### config.mk
export PLATFORM = sky130hd
export DESIGN_NAME = lif_neuron
export DESIGN_NICKNAME = d
export VERILOG_FILES = /design/src/rtl/neuron_pkg.sv /design/src/rtl/spike_sync.sv /design/src/rtl/lif_neuron.sv
export SDC_FILE = /design/constraint.sdc
export NUM_CORES = 1
export LEC_CHECK = 0
export CORE_AREA = 4 4 57 59
export DETAILED_ROUTE_END_ITERATION = 12
export DIE_AREA = 0 0 61 63
export PLACE_DENSITY_LB_ADDON = 0.12
export SLEW_MARGIN = 20
export SYNTH_ARGS = -nofsm -noshare
export SYNTH_HDL_FRONTEND = slang
export SYNTH_SLANG_ARGS = --single-unit
### constraint.sdc
create_clock -name clk -period 3.1 [get_ports clk]
set_clock_uncertainty 0.1 [all_clocks]
set_input_delay 0.62 -clock clk [delete_from_list [all_inputs] [get_ports clk]]
set_output_delay 0.62 -clock clk [all_outputs]
set_load 0.03 [all_outputs]
### src/rtl/neuron_pkg.sv
// Shared definitions for the spiking-neuron slice: FSM state encoding,
// default parameter values and a counter-sizing helper.
package neuron_pkg;

    typedef enum logic [1:0] {
        ST_INTEGRATE  = 2'b00,
        ST_FIRE       = 2'b01,
        ST_REFRACTORY = 2'b10
    } neuron_state_e;

    localparam int unsigned DEF_WIDTH          = 8;
    localparam int unsigned DEF_THRESHOLD      = 200;
    localparam int unsigned DEF_WEIGHT         = 64;
    localparam int unsigned DEF_LEAK_SHIFT     = 3;
    localparam int unsigned DEF_REFRACT_CYCLES = 4;

    // Bits needed to hold 0..n; never narrower than one bit.
    function automatic int unsigned cnt_width(input int unsigned n);
        return (n < 1) ? 1 : $clog2(n + 1);
    endfunction

endpackage

### src/rtl/spike_sync.sv
// Two-flop synchronizer for an asynchronous spike line plus a history flop
// for rising-edge detection. Flops run every cycle, independent of any enable.
// Ports:
//   clk, rst_n : clock, asynchronous active-low reset
//   async_in   : asynchronous spike input
//   rise_c     : one-cycle rising-edge pulse (decoded from flops, no input path)
module spike_sync (
    input  logic clk,
    input  logic rst_n,
    input  logic async_in,
    output logic rise_c
);

    logic s1;
    logic s2;
    logic s3;

    // Synchronizer chain and history flop.
    always_ff @(posedge clk or negedge rst_n) begin
        if (!rst_n) begin
            s1 <= 1'b0;
            s2 <= 1'b0;
            s3 <= 1'b0;
        end else begin
            s1 <= async_in;
            s2 <= s1;
            s3 <= s2;
        end
    end

    assign rise_c = s2 & ~s3;

endmodule

### src/rtl/lif_neuron.sv
// Leaky integrate-and-fire neuron. Synchronized input spikes add WEIGHT to a
// saturating membrane that leaks by membrane >> LEAK_SHIFT each enabled cycle.
// Crossing THRESHOLD clears the membrane, emits a one-cycle spike_out and
// enters a refractory period of REFRACT_CYCLES enabled cycles.
// Ports:
//   clk, rst_n : clock, asynchronous active-low reset
//   ena        : cycle enable; low holds membrane/FSM/counter/spike_out
//   spike_in   : asynchronous input spike
//   spike_out  : registered fire pulse (high for the single FIRE cycle)
//   membrane   : registered membrane potential
//   refractory : registered, high while in FIRE or REFRACTORY
module lif_neuron
    import neuron_pkg::*;
#(
    parameter int unsigned WIDTH          = DEF_WIDTH,
    parameter int unsigned THRESHOLD      = DEF_THRESHOLD,
    parameter int unsigned WEIGHT         = DEF_WEIGHT,
    parameter int unsigned LEAK_SHIFT     = DEF_LEAK_SHIFT,
    parameter int unsigned REFRACT_CYCLES = DEF_REFRACT_CYCLES
) (
    input  logic             clk,
    input  logic             rst_n,
    input  logic             ena,
    input  logic             spike_in,
    output logic             spike_out,
    output logic [WIDTH-1:0] membrane,
    output logic             refractory
);

    localparam int unsigned SUM_W = WIDTH + 1;
    localparam int unsigned CNT_W = cnt_width(REFRACT_CYCLES);

    localparam logic [WIDTH-1:0] MAX_V     = '1;
    localparam logic [WIDTH-1:0] THRESH_V  = WIDTH'(THRESHOLD);
    localparam logic [SUM_W-1:0] WEIGHT_V  = SUM_W'(WEIGHT);
    localparam logic [CNT_W-1:0] REFRACT_V = CNT_W'(REFRACT_CYCLES);
    localparam logic [CNT_W-1:0] CNT_ONE   = CNT_W'(1);

    logic             rise_c;
    logic [WIDTH-1:0] leak_c;
    logic [WIDTH-1:0] diff_c;
    logic [SUM_W-1:0] sum_c;
    logic [WIDTH-1:0] v_next_c;

    neuron_state_e    state;
    logic [CNT_W-1:0] cnt;

    spike_sync u_sync (
        .clk      (clk),
        .rst_n    (rst_n),
        .async_in (spike_in),
        .rise_c   (rise_c)
    );

    // Leak then integrate with one guard bit; clamp on overflow.
    always_comb begin
        leak_c   = membrane >> LEAK_SHIFT;
        diff_c   = membrane - leak_c;
        sum_c    = {1'b0, diff_c} + (rise_c ? WEIGHT_V : '0);
        v_next_c = sum_c[WIDTH] ? MAX_V : sum_c[WIDTH-1:0];
    end

    // Neuron FSM; every update is gated by ena.
    always_ff @(posedge clk or negedge rst_n) begin
        if (!rst_n) begin
            state      <= ST_INTEGRATE;
            membrane   <= '0;
            spike_out  <= 1'b0;
            refractory <= 1'b0;
            cnt        <= '0;
        end else if (ena) begin
            case (state)
                ST_INTEGRATE: begin
                    if (v_next_c >= THRESH_V) begin
                        membrane   <= '0;
                        state      <= ST_FIRE;
                        spike_out  <= 1'b1;
                        refractory <= 1'b1;
                    end else begin
                        membrane <= v_next_c;
                    end
                end
                ST_FIRE: begin
                    spike_out <= 1'b0;
                    membrane  <= '0;
                    if (REFRACT_CYCLES == 0) begin
                        state      <= ST_INTEGRATE;
                        refractory <= 1'b0;
                    end else begin
                        cnt   <= REFRACT_V;
                        state <= ST_REFRACTORY;
                    end
                end
                ST_REFRACTORY: begin
                    // Input rises are discarded here, including on the last cycle.
                    membrane <= '0;
                    if (cnt <= CNT_ONE) begin
                        cnt        <= '0;
                        state      <= ST_INTEGRATE;
                        refractory <= 1'b0;
                    end else begin
                        cnt <= cnt - CNT_ONE;
                    end
                end
                default: begin
                    state      <= ST_INTEGRATE;
                    membrane   <= '0;
                    spike_out  <= 1'b0;
                    refractory <= 1'b0;
                    cnt        <= '0;
                end
            endcase
        end
    end

endmodule

Yosys cells after proc, flatten, opt, wreduce, memory -nomap -nowiden
Index checks and enable logic that the tools add are counted.
{"block": "totals", "ramBits": 0, "ff_bits": 18, "mem_bits_ro": 0, "memories": 0, "latch_bits": 0}
{"block": "classes", "n_mul": 0, "order_cmp": 2, "n_reduce_logical": 5, "shift": 0, "bitwise": 5, "eq_ne": 4, "div_mod_pow": 0, "n_mux": 13, "n_addsub": 3}
{"cell": "two-way mux 8 bit", "n": 3}
{"cell": "adder 8 x 7 -> 9 bit", "n": 1}
{"cell": "case mux 3 bit (3 select lines)", "n": 1}
{"cell": "greater-or-equal comparator 8 bit (second input constant)", "n": 1}
{"cell": "subtractor 8 x 5 -> 8 bit", "n": 1}
{"cell": "two-way mux 7 bit", "n": 1}
{"cell": "case mux 2 bit (3 select lines)", "n": 1}
{"cell": "AND reduction 3 bit", "n": 2}
{"cell": "two-way mux 2 bit", "n": 2}
{"cell": "!= test 2 bit (second input constant)", "n": 2}
{"cell": "inverter 1 bit", "n": 4}
{"cell": "AND reduction 4 bit", "n": 1}
{"cell": "less-or-equal comparator 3 x 1 -> 1 bit (second input constant)", "n": 1}
{"cell": "two-way mux 3 bit", "n": 1}
{"cell": "case mux 1 bit (3 select lines)", "n": 1}
{"cell": "subtractor 3 x 1 -> 3 bit (second input constant)", "n": 1}
{"cell": "equality test 2 x 1 -> 1 bit (second input constant)", "n": 1}
{"cell": "equality test 2 bit (second input constant)", "n": 1}
{"cell": "logical NOT 2 bit", "n": 1}
{"cell": "two-way mux 1 bit", "n": 2}
{"cell": "case mux 1 bit (2 select lines)", "n": 1}
{"cell": "AND reduction 2 bit", "n": 1}
{"cell": "AND 1 bit", "n": 1}

Depth between registers and ports, before layout
Gate-level depths: netlist of the first run.
{"block": "logic_depth", "depth_word": 8, "mapped_depth": 14}

Hierarchy
Synthesis of the first run repeated with hierarchy kept, for this count alone.
{"block": "unflattened", "hier_cells": 123, "area_unflattened_um2": 1216.2}
{"mod": "lif_neuron", "area_per_inst_um2": 1127.3, "cells_per_inst": 119, "instances": 1, "seq_area_each_um2": 375.4}
{"mod": "spike_sync", "area_per_inst_um2": 88.8, "cells_per_inst": 4, "instances": 1, "seq_area_each_um2": 75.1}

Worst setup path after synthesis of the first run
OpenSTA, ideal clock, no wires.
{"block": "synth_path", "path_kind": "register to register", "startpoint": "register membrane[3]", "endpoint": "register state[1]", "required_time_ns": 2.872, "slack_ns": 0.085, "path_buffers": 0, "synth_period_minus_slack_ns": 3.015, "arrival_time_ns": 2.788, "path_stages_with_launch": 14, "setup_ns": 0.128, "cell_sequence": "dfrtp_1 ha_1 inv_1 fa_1 nand3_1 nand2_1 a21boi_0 xnor2_1 ha_1 inv_1 a41oi_2 nand2_2 a31oi_1 mux2_1"}
{"block": "synth_between", "elab_chain_len": 6}
{"item": "start, declared", "line_no": "lif_neuron.sv:26", "text": "output logic [WIDTH-1:0] membrane,"}
{"item": "start signal, assigned", "line_no": "lif_neuron.sv:80", "text": "membrane <= v_next_c;"}
{"item": "subtractor 8 x 5 -> 8 bit", "line_no": "lif_neuron.sv:58", "text": "diff_c = membrane - leak_c;"}
{"item": "adder 8 x 7 -> 9 bit", "line_no": "lif_neuron.sv:59", "text": "sum_c = {1'b0, diff_c} + (rise_c ? WEIGHT_V : '0);"}
{"item": "two-way mux 8 bit", "line_no": "lif_neuron.sv:60", "text": "v_next_c = sum_c[WIDTH] ? MAX_V : sum_c[WIDTH-1:0];"}
{"item": "greater-or-equal comparator 8 bit", "line_no": "lif_neuron.sv:74", "text": "if (v_next_c >= THRESH_V) begin"}
{"item": "!= test 2 bit (no source line)"}
{"item": "AND reduction 3 bit (no source line)"}
{"item": "end signal, assigned", "line_no": "lif_neuron.sv:66", "text": "state <= ST_INTEGRATE;"}
{"item": "end signal, assigned", "line_no": "lif_neuron.sv:76", "text": "state <= ST_FIRE;"}
{"item": "end signal, assigned", "line_no": "lif_neuron.sv:87", "text": "state <= ST_INTEGRATE;"}
{"item": "end, declared", "line_no": "lif_neuron.sv:45", "text": "neuron_state_e state;"}
Every way passes these cells.
A chain may end at the register's enable or synchronous reset.

Worst setup path in the final report of the first run
{"block": "layout_path", "startpoint": "register membrane[0]", "endpoint": "register state[1]"}
The elaborated chain is that of the path after synthesis.

==> results of run 1 <==
-- power by group through the flow --
| stage | Combinational, mW | Sequential, mW | Clock, mW |
|---|---|---|---|
| floorplan | 0.858 | 0.443 | 0 |
| global placement | 1.17 | 0.364 | 0 |
| detailed placement | 1.19 | 0.367 | 0 |
| CTS | 1.20 | 0.362 | 0.151 |
| global route | 1.39 | 0.374 | 0.160 |
| finish | 1.25 | 0.362 | 0.142 |
-- layout by cell type, fill, tap and decap left out, types with 3 or more instances in the layout --
cell and instances:
a31oi_1 4, a21oi_2 3, clkbuf_4 3, inv_1 19
dfrtp_1 18, ha_1 11, clkdlybuf4s50_1 13, o22ai_1 8
nand2_1 7, a21oi_1 3, nor2_1 15
-- layer usage --
metal / part of all wire / up-vias / track usage
li1: - / 472 / -
met1: 0.47 / 449 / 0.178
met2: 0.50 / 8 / 0.221
met3: 0.023 / 2 / 0.0207
met4: 0.0078 / 0 / 0.0542
met5: 0 / - / 0
-- critical path, stage by stage, from the launching register on --
cell	delay [ps]
dfrtp_1	390
inv_1	70
ha_1	170
inv_1	60
fa_2	340
nand3_1	70
nand2_1	110
a21boi_2	170
xnor2_1	80
ha_1	300
inv_1	50
a41oi_2	230
o21ai_2	110
a31oi_2	200
mux2_1	350
-- synth_stat cells, types with 2 or more instances --
cell type	n	area, um^2
nor3_1	2	10.0
inv_1	19	71.3
ha_1	11	138
o22ai_1	8	50.1
dfrtp_1	18	450
o21ai_1	2	10.0
a21oi_2	3	26.3
clkbuf_2	2	10.0
nor2b_1	2	12.5
a31oi_1	5	31.3
nor2_1	15	56.3
o211ai_1	2	15.0
a21oi_1	3	15.0
o21ai_0	2	10.0
nand2_1	7	26.3
xnor2_1	2	17.5
-- cell type report --
class                   count  area (um^2)  share of cell area
inverters                  19         71.3              0.0504
clock buffers               4         36.3              0.0257
flip-flops and latches     18          450               0.319
multi-input cells          87          672               0.475
well taps                  31         38.8              0.0274
repair buffers             15          145               0.103
-- path summary, 6_finish.rpt --
check | slack (ps) | to | cells past startpoint
worst max-delay path | 180 | state[1] | 14
worst min-delay path | 260 | u_sync.s2 | 0
worst max register to register | 180 | state[1] | 14
worst min register to register | 260 | u_sync.s2 | 0
max in group asynchronous | 1730 | membrane[5] | 1
min in group asynchronous | 680 | u_sync.s1 | 1
-- metrics by stage --
step	area, um^2	power [mW]	utilization	std cells	worst slack [ps]
after CTS	1390	1.71	0.514	173	24.1
after global placement	1360	1.54	0.501	169	168
after detailed placement	1360	1.56	0.501	169	54.0
final	1410	1.75	0.522	174	180
after global routing	1410	1.92	0.522	174	34.3
after floorplan	1210	1.30	-	128	84.7
-- timing repair --
action	4_1_cts	5_1_grt
hold buffers	0	0
resized for setup	0	4
buffers inserted	0	1
setup endpoints to repair	0	1
-- logic make-up after synthesis --
kind of cell / share of synthesized area
AO/OA/AOI/OAI: 0.213
adder cells (fa/ha/maj): 0.140
XOR/XNOR: 0.0352
flip-flops: 0.373
multiplexers: 0.0176
buffers and inverters: 0.0808
AND/OR/NAND/NOR: 0.140
-- registers in the layout, summed over array words and instances, names as in the netlist --
name and count:
u_sync.s3 1, u_sync.s1 1, spike_out 1, u_sync.s2 1, state 2, refractory 1, membrane 8, cnt 3
==> metrics.txt, run 1 <==
status=finished clean; switching share of power=0.479; largest net degree at the start of global routing=19; antenna violations before repair=0; NumNets Final=160; Yosys cell types=41; Synth warnings=0; DIE WIDTH=around 61 um; cell count after synthesis=approximately 130; #FFs+latches synth=18; RSZ-0062 raised after global routing=no; Fmax=342 MHz; Crit Path Class=flip-flop to flip-flop; Clk pin slew, worst setup/hold paths=~100 ps; worst hold path class=flip-flop to flip-flop; final clock period utilization by the worst path=0.942; Power Dens Cells=approximately 1200 nW/um^2; # IOs=14; Hold WS=between 200 and 300 ps; drt total wl=2.30 mm; clock sink total=18; drt pass-1 iters=2; part of the power in the clock network=0.081; fin crit period=~2900 ps; Initial Util=0.446; worst skew pair latency=between 200 and 300 ps; die area=approximately 3800 um^2; Synth Net Count=between 100 and 150; first-pass GRT wire length=slightly above 4 mm; Final Max Tran Viols=0; Rel. slew slack=0.473; CTS tree=yes; Gate power share=0.712; die height=around 63 um; Net Switching=0.839 mW; Syn Area/Cell=about 9.4 um^2; Final ANT Viol Nets=0; Flop pwr share=0.207; Synth Flop Type=dfrtp_1; sequential area share after synthesis=0.373; Root Driver=clkbuf_4; drt drc=0; Post-synth ARST share=1.00; Max clock buf depth=2; worst reg2reg path startpoint=membrane[0]; CP Launch Point=membrane[0]; # rows=19; crit path max fanout=3; Post-synth EDFFs=0; fraction of layout instances using a drive strength above 1=0.154; synthesized area=around 1200 um^2; CP endpoint kind=flip-flop; initial DRC count=30; CTS Buf Count=3; final hold vios=0; max_cap viols=0; Port Buffer Count=13; mean routed wirelength per cell=13.2 um; Filler cells=approximately 270; TNS Setup=0 ps; crit start category=flip-flop; Placer Congestion=approximately 0.78; via density per instance=between 5 and 6; number of global-route vias before repair=between 900 and 1,000; vias post-DR=931; crit path DAT=2990 ps; Overflow after GRT=0; Core Area=around 2700 um^2; Final setup violation count=0; GRT Overall Usage=0.137; Ant. Diodes=0; # H-tree levels=1; VDD IR max=approximately 0.00083 V; Slew @ Worst Pin=around 790 ps; Lkg Pwr=~0.63 nW; Internal=a little over 0.9 mW; Hold Crit Start=u_sync.s1; hpwl dp=roughly 1.9 mm; CP required=about 3200 ps; area grow syn2layout=17.1%
Power figures use the tool's default switching activity.
==> run 2, diff against run 1 <==
--- a/config.mk
+++ b/config.mk
@@ -8,6 +8,7 @@
 export CORE_AREA = 4 4 57 59
 export DETAILED_ROUTE_END_ITERATION = 12
 export DIE_AREA = 0 0 61 63
+export DONT_BUFFER_PORTS = 1
 export PLACE_DENSITY_LB_ADDON = 0.12
 export SLEW_MARGIN = 20
 export SYNTH_ARGS = -nofsm -noshare
==> constraint.sdc (replaced) <==
create_clock -name clk -period 3.8 [get_ports clk]
set_clock_uncertainty 0.1 [all_clocks]
set_input_delay 0.76 -clock clk [delete_from_list [all_inputs] [get_ports clk]]
set_output_delay 0.76 -clock clk [all_outputs]
set_load 0.03 [all_outputs]
==> metrics.txt, run 2 (same netlist as run 1, synthesis figures left out) <==
mean routed wirelength per cell=15.2 um (+15%); Lkg Pwr=0.569 nW (-10%); part of the power in the clock network=0.074 (-0.007); die height=63 um (unchanged); Crit Path Class=flip-flop to flip-flop; Cells after DPL=155 (-8.3%); vias post-DR=906 (-2.7%); Ant. Diodes=0 (unchanged); Power Dens Cells=1040 nW/um^2 (-16%); Final setup violation count=0 (unchanged); final clock period utilization by the worst path=0.853 (-0.0889); CP required=3890 ps (+720 ps); TNS Setup=0 ps (unchanged); GRT Overall Usage=0.143 (+0.00643); via density per instance=5.73 (+7.2%); post_cts resized=0 (unchanged); largest delay contributor family on the critical path=adder cells; switching share of power=0.513 (+0.0334); initial DRC count=46 (+53%); worst hold path class=primary input to asynchronous set/reset pin; area grow syn2layout=2.90%; CP endpoint kind=flip-flop; # H-tree levels=1 (unchanged); max reg flops=8 (unchanged); fin crit period=3240 ps (+321 ps); CP cell instances=ha_1 > inv_1 > fa_1 > nand3_1 > nand2_1 > a21boi_0 > xnor2_1 > ha_1 > inv_1 > a41oi_2 > nand2_2 > a31oi_1 > mux2_1; Overflow after GRT=0 (unchanged); Rel. slew slack=0.613 (+0.140); # Post-CTS Setup Buffers=0 (unchanged); Placer Congestion=0.822 (+5.3%); Final Max Tran Viols=0 (unchanged); Flop pwr share=0.288 (+0.081); first-pass GRT wire length=4.25 mm (+3.4%); CTS Buf Count=3 (unchanged); Seq. cell area=450 um^2 (unchanged); RSZ-0062 raised after global routing=no; CTS tree=yes; drt pass-1 iters=4 (+2); # rows=19 (unchanged); VDD IR max=0.000657 V (-21%); Multi-input gate area=659 um^2 (-1.9%); CP peak stage delay=610 ps (+220 ps); most common cell after layout, fill and taps aside=inv_1; Max clock buf depth=2 (unchanged); largest net degree at the start of global routing=19 (unchanged); crit path DAT=3330 ps (+340 ps); Filler cells=279 (+2.6%); top flop regs=membrane: 8 flops, cnt: 3 flops, state: 2 flops; DIE WIDTH=61 um (unchanged); slowest stage cell, crit path=dfrtp_1; status=finished clean; most frequent cells in the layout=19 x inv_1, 18 x dfrtp_1, 15 x nor2_1, 11 x ha_1, 8 x o22ai_1; Gate power share=0.638 (-0.074); worst skew pair latency=290 ps (about the same); drt drc=0 (unchanged); NumNets Final=145 (-9.4%); Initial Util=0.446 (unchanged); Slew @ Worst Pin=575 ps (-213 ps); final hold vios=0 (unchanged); most flop-heavy register=membrane; drt total wl=2.40 mm (+4.4%); # IOs=14 (unchanged); Internal=0.629 mW (-31%); Clk pin slew, worst setup/hold paths=110 ps (about the same); Final ANT Viol Nets=0 (unchanged); die area=3840 um^2 (unchanged); fraction of layout instances using a drive strength above 1=0.126 (-0.0279); Hold-fix buffers, CTS=0 (unchanged); Finished Layout Cells=158 (-9.2%); antenna violations before repair=0 (unchanged); clock sink total=18 (unchanged); crit path max fanout=4 (+1); hpwl dp=1.83 mm (-1.2%); number of global-route vias before repair=962 (-0.41%); CP bufs+invs=2 (-1); max_cap viols=0 (unchanged); Root Driver=clkbuf_4; crit start category=flip-flop; Fmax=309 MHz (-9.9%); Net Switching=0.662 mW (-21%); Core Area=2710 um^2 (unchanged); Port Buffer Count=0 (-13)
==> run 2: changes by cell type in the layout (fill, tap and decap cells not counted), sizes merged <==
cell           change
clkbuf             -1
clkdlybuf4s50     -13
buf                -2
==> run 2: area by class of cell <==
cell class                 instances  area share
multi-input combinational         87       0.531
sequential                        18       0.363
inverter                          19      0.0574
clock buffer                       3      0.0181
tap                               31      0.0312
==> run 2: power groups by stage <==
stage	sequential [mW]	clock (mW)	combinational [mW]
after floorplan	0.362	0	0.700
after global placement	0.377	0	0.806
after detailed placement	0.378	0	0.822
after CTS	0.374	0.101	0.827
after global routing	0.382	0.109	0.933
final	0.372	0.0958	0.823
==> run 2: metrics by stage <==
step	hold slack, ps	util	power [mW]	worst slack [ps]	area, um^2
after detailed placement	240	0.450	1.20	562	1220
after global routing	20.1	0.458	1.42	373	1240
after global placement	239	0.450	1.18	646	1220
after CTS	33.7	0.458	1.30	533	1240
final	45.8	0.458	1.29	559	1240
after floorplan	231	-	1.06	785	1210
==> run 2: worst paths after layout <==
path	startpoint	endpoint	slack, ps	cells past startpoint
min reg2reg	u_sync.s1	u_sync.s2	260	0
max	membrane[3]	state[1]	560	13
min	rst_n	state[0]	50	0
max in group asynchronous	rst_n	cnt[1]	3480	0
min in group clk	u_sync.s1	u_sync.s2	260	0
max reg2reg	membrane[3]	state[1]	560	13
==> run 2: worst reg2reg max path: stages (launching register included) <==
cell	delay, ps
dfrtp_1	610
ha_1	250
inv_1	50
fa_1	390
nand3_1	80
nand2_1	90
a21boi_0	230
xnor2_1	100
ha_1	300
inv_1	50
a41oi_2	250
nand2_2	100
a31oi_1	200
mux2_1	330
==> run 2: per-layer routing <==
layer / wire, um / track usage / up-vias
met1: 1060 / 0.183 / 446
met4: 35 / 0.0650 / 0
met3: 99 / 0.0269 / 4
met2: 1210 / 0.227 / 16
met5: 0 / 0 / -
li1: - / - / 440
==> run 3, diff against run 2 <==
--- a/config.mk
+++ b/config.mk
@@ -5,11 +5,11 @@
 export SDC_FILE = /design/constraint.sdc
 export NUM_CORES = 1
 export LEC_CHECK = 0
-export CORE_AREA = 4 4 57 59
+export CORE_AREA = 5 5 58 60
 export DETAILED_ROUTE_END_ITERATION = 12
-export DIE_AREA = 0 0 61 63
+export DIE_AREA = 0 0 63 65
 export DONT_BUFFER_PORTS = 1
-export PLACE_DENSITY_LB_ADDON = 0.12
+export PLACE_DENSITY = 0.61
 export SLEW_MARGIN = 20
 export SYNTH_ARGS = -nofsm -noshare
 export SYNTH_HDL_FRONTEND = slang
==> metrics.txt, run 3 (same netlist as run 1, synthesis figures left out) <==
DIE WIDTH=63 um (+3.3%); # IOs=14 (unchanged); Slew @ Worst Pin=594 ps (+18.7 ps); die height=65 um (+3.2%); crit start category=flip-flop; vias post-DR=840 (-7.3%); NumNets Final=145 (unchanged); number of global-route vias before repair=837 (-13%); Port Buffer Count=0 (unchanged); max reg flops=8 (unchanged); Lkg Pwr=0.576 nW (+1.3%); Final Max Tran Viols=0 (unchanged); max_cap viols=0 (unchanged); CP cell instances=ha_1 > inv_1 > fa_1 > nand3_1 > nand2_1 > a21boi_0 > xnor2_1 > ha_1 > inv_1 > a41oi_2 > o21ai_2 > a31oi_1 > mux2_1; CP bufs+invs=2 (unchanged); # Post-CTS Setup Buffers=0 (unchanged); Fmax=312 MHz (+1.1%); Ant. Diodes=0 (unchanged); Cells after DPL=157 (+1.3%); Hold WS=47.0 ps (+1.21 ps); most common cell after layout, fill and taps aside=inv_1; Crit Path Class=flip-flop to flip-flop; Finished Layout Cells=161 (+1.9%); Final setup violation count=0 (unchanged); drt pass-1 iters=3 (-1); largest delay contributor family on the critical path=adder cells; first-pass GRT wire length=3.67 mm (-14%); clock sink total=18 (unchanged); Power Dens Cells=1030 nW/um^2 (-0.59%); fin crit period=3210 ps (-34.8 ps); CP required=3880 ps (about the same); post_cts resized=0 (unchanged); mean routed wirelength per cell=13.8 um (-9.3%); Placer Congestion=0.782 (-4.9%); Hold-fix buffers, CTS=0 (unchanged); drt drc=0 (unchanged); most frequent cells in the layout=19 x inv_1, 18 x dfrtp_1, 15 x nor2_1, 11 x ha_1, 8 x o22ai_1; fraction of layout instances using a drive strength above 1=0.133 (+0.00683); slowest stage cell, crit path=dfrtp_1; Overflow after GRT=0 (unchanged); VDD IR max=0.000459 V (-30%); top flop regs=membrane: 8 flops, cnt: 3 flops, state: 2 flops; Initial Util=0.420 (-0.0260); initial DRC count=26 (-43%); antenna violations before repair=0 (unchanged); die area=4100 um^2 (+6.6%); crit path DAT=3290 ps (-40 ps); CP peak stage delay=580 ps (-30 ps); area grow syn2layout=4.25%; RSZ-0062 raised after global routing=no; GRT Overall Usage=0.114 (-0.0296); hpwl dp=1.73 mm (-5.4%); largest net degree at the start of global routing=19 (unchanged); TNS Setup=0 ps (unchanged); placed inst area=1220 um^2 (+0.20%); CP endpoint kind=flip-flop; worst hold path class=primary input to asynchronous set/reset pin; Final ANT Viol Nets=0 (unchanged); # H-tree levels=1 (unchanged); final clock period utilization by the worst path=0.844 (-0.00916); final hold vios=0 (unchanged); CTS Buf Count=3 (unchanged); drt total wl=2.22 mm (-7.5%); CTS tree=yes; Core Area=2880 um^2 (+6.2%); via density per instance=5.22 (-9.0%); status=finished clean; Root Driver=clkbuf_4; Clk pin slew, worst setup/hold paths=100 ps (about the same); Max clock buf depth=2 (unchanged); # rows=20 (+1); crit path max fanout=4 (unchanged); Rel. slew slack=0.600 (-0.0126); cell area after layout=1260 um^2 (+1.3%); most flop-heavy register=membrane; worst skew pair latency=290 ps (about the same)
==> run 3: path summary, 6_finish.rpt <==
path                             start     endpoint  slack (ps)  cells after the start
min in group clk             u_sync.s1    u_sync.s2         260                      0
max reg2reg                membrane[3]     state[1]         590                     13
min reg2reg                  u_sync.s1    u_sync.s2         260                      0
max in group asynchronous        rst_n  membrane[7]        3480                      0
max                        membrane[3]     state[1]         590                     13
min                              rst_n       cnt[0]          50                      0
==> run 3: metrics by stage <==
step	total power, mW	util	setup WS (ps)
3_3_place_gp	1.17	0.425	671
3_5_place_dp	1.19	0.425	594
2_1_floorplan	1.06	-	785
5_1_grt	1.42	0.437	379
4_1_cts	1.31	0.437	570
6_report	1.30	0.437	593
==> run 3: cell type report <==
cell class	count	area, um^2
clock buffer	4	36.3
inverter	19	71.3
fill	280	1620
multi-input combinational	87	659
sequential	18	450
tap	33	41.3
==> run 3: per-layer routing <==
layer | part of all wire | track usage | routed length [um]
met1 | 0.50 | 0.145 | 1120
met5 | 0 | 0 | 0
met3 | 0.039 | 0.0277 | 87
met2 | 0.45 | 0.178 | 997
met4 | 0.0095 | 0.0557 | 21
==> run 3: power by group <==
group          switching [mW]  internal, mW
clock network          0.0597        0.0584
registers               0.122         0.249
logic                   0.468         0.343
total                   0.650         0.650
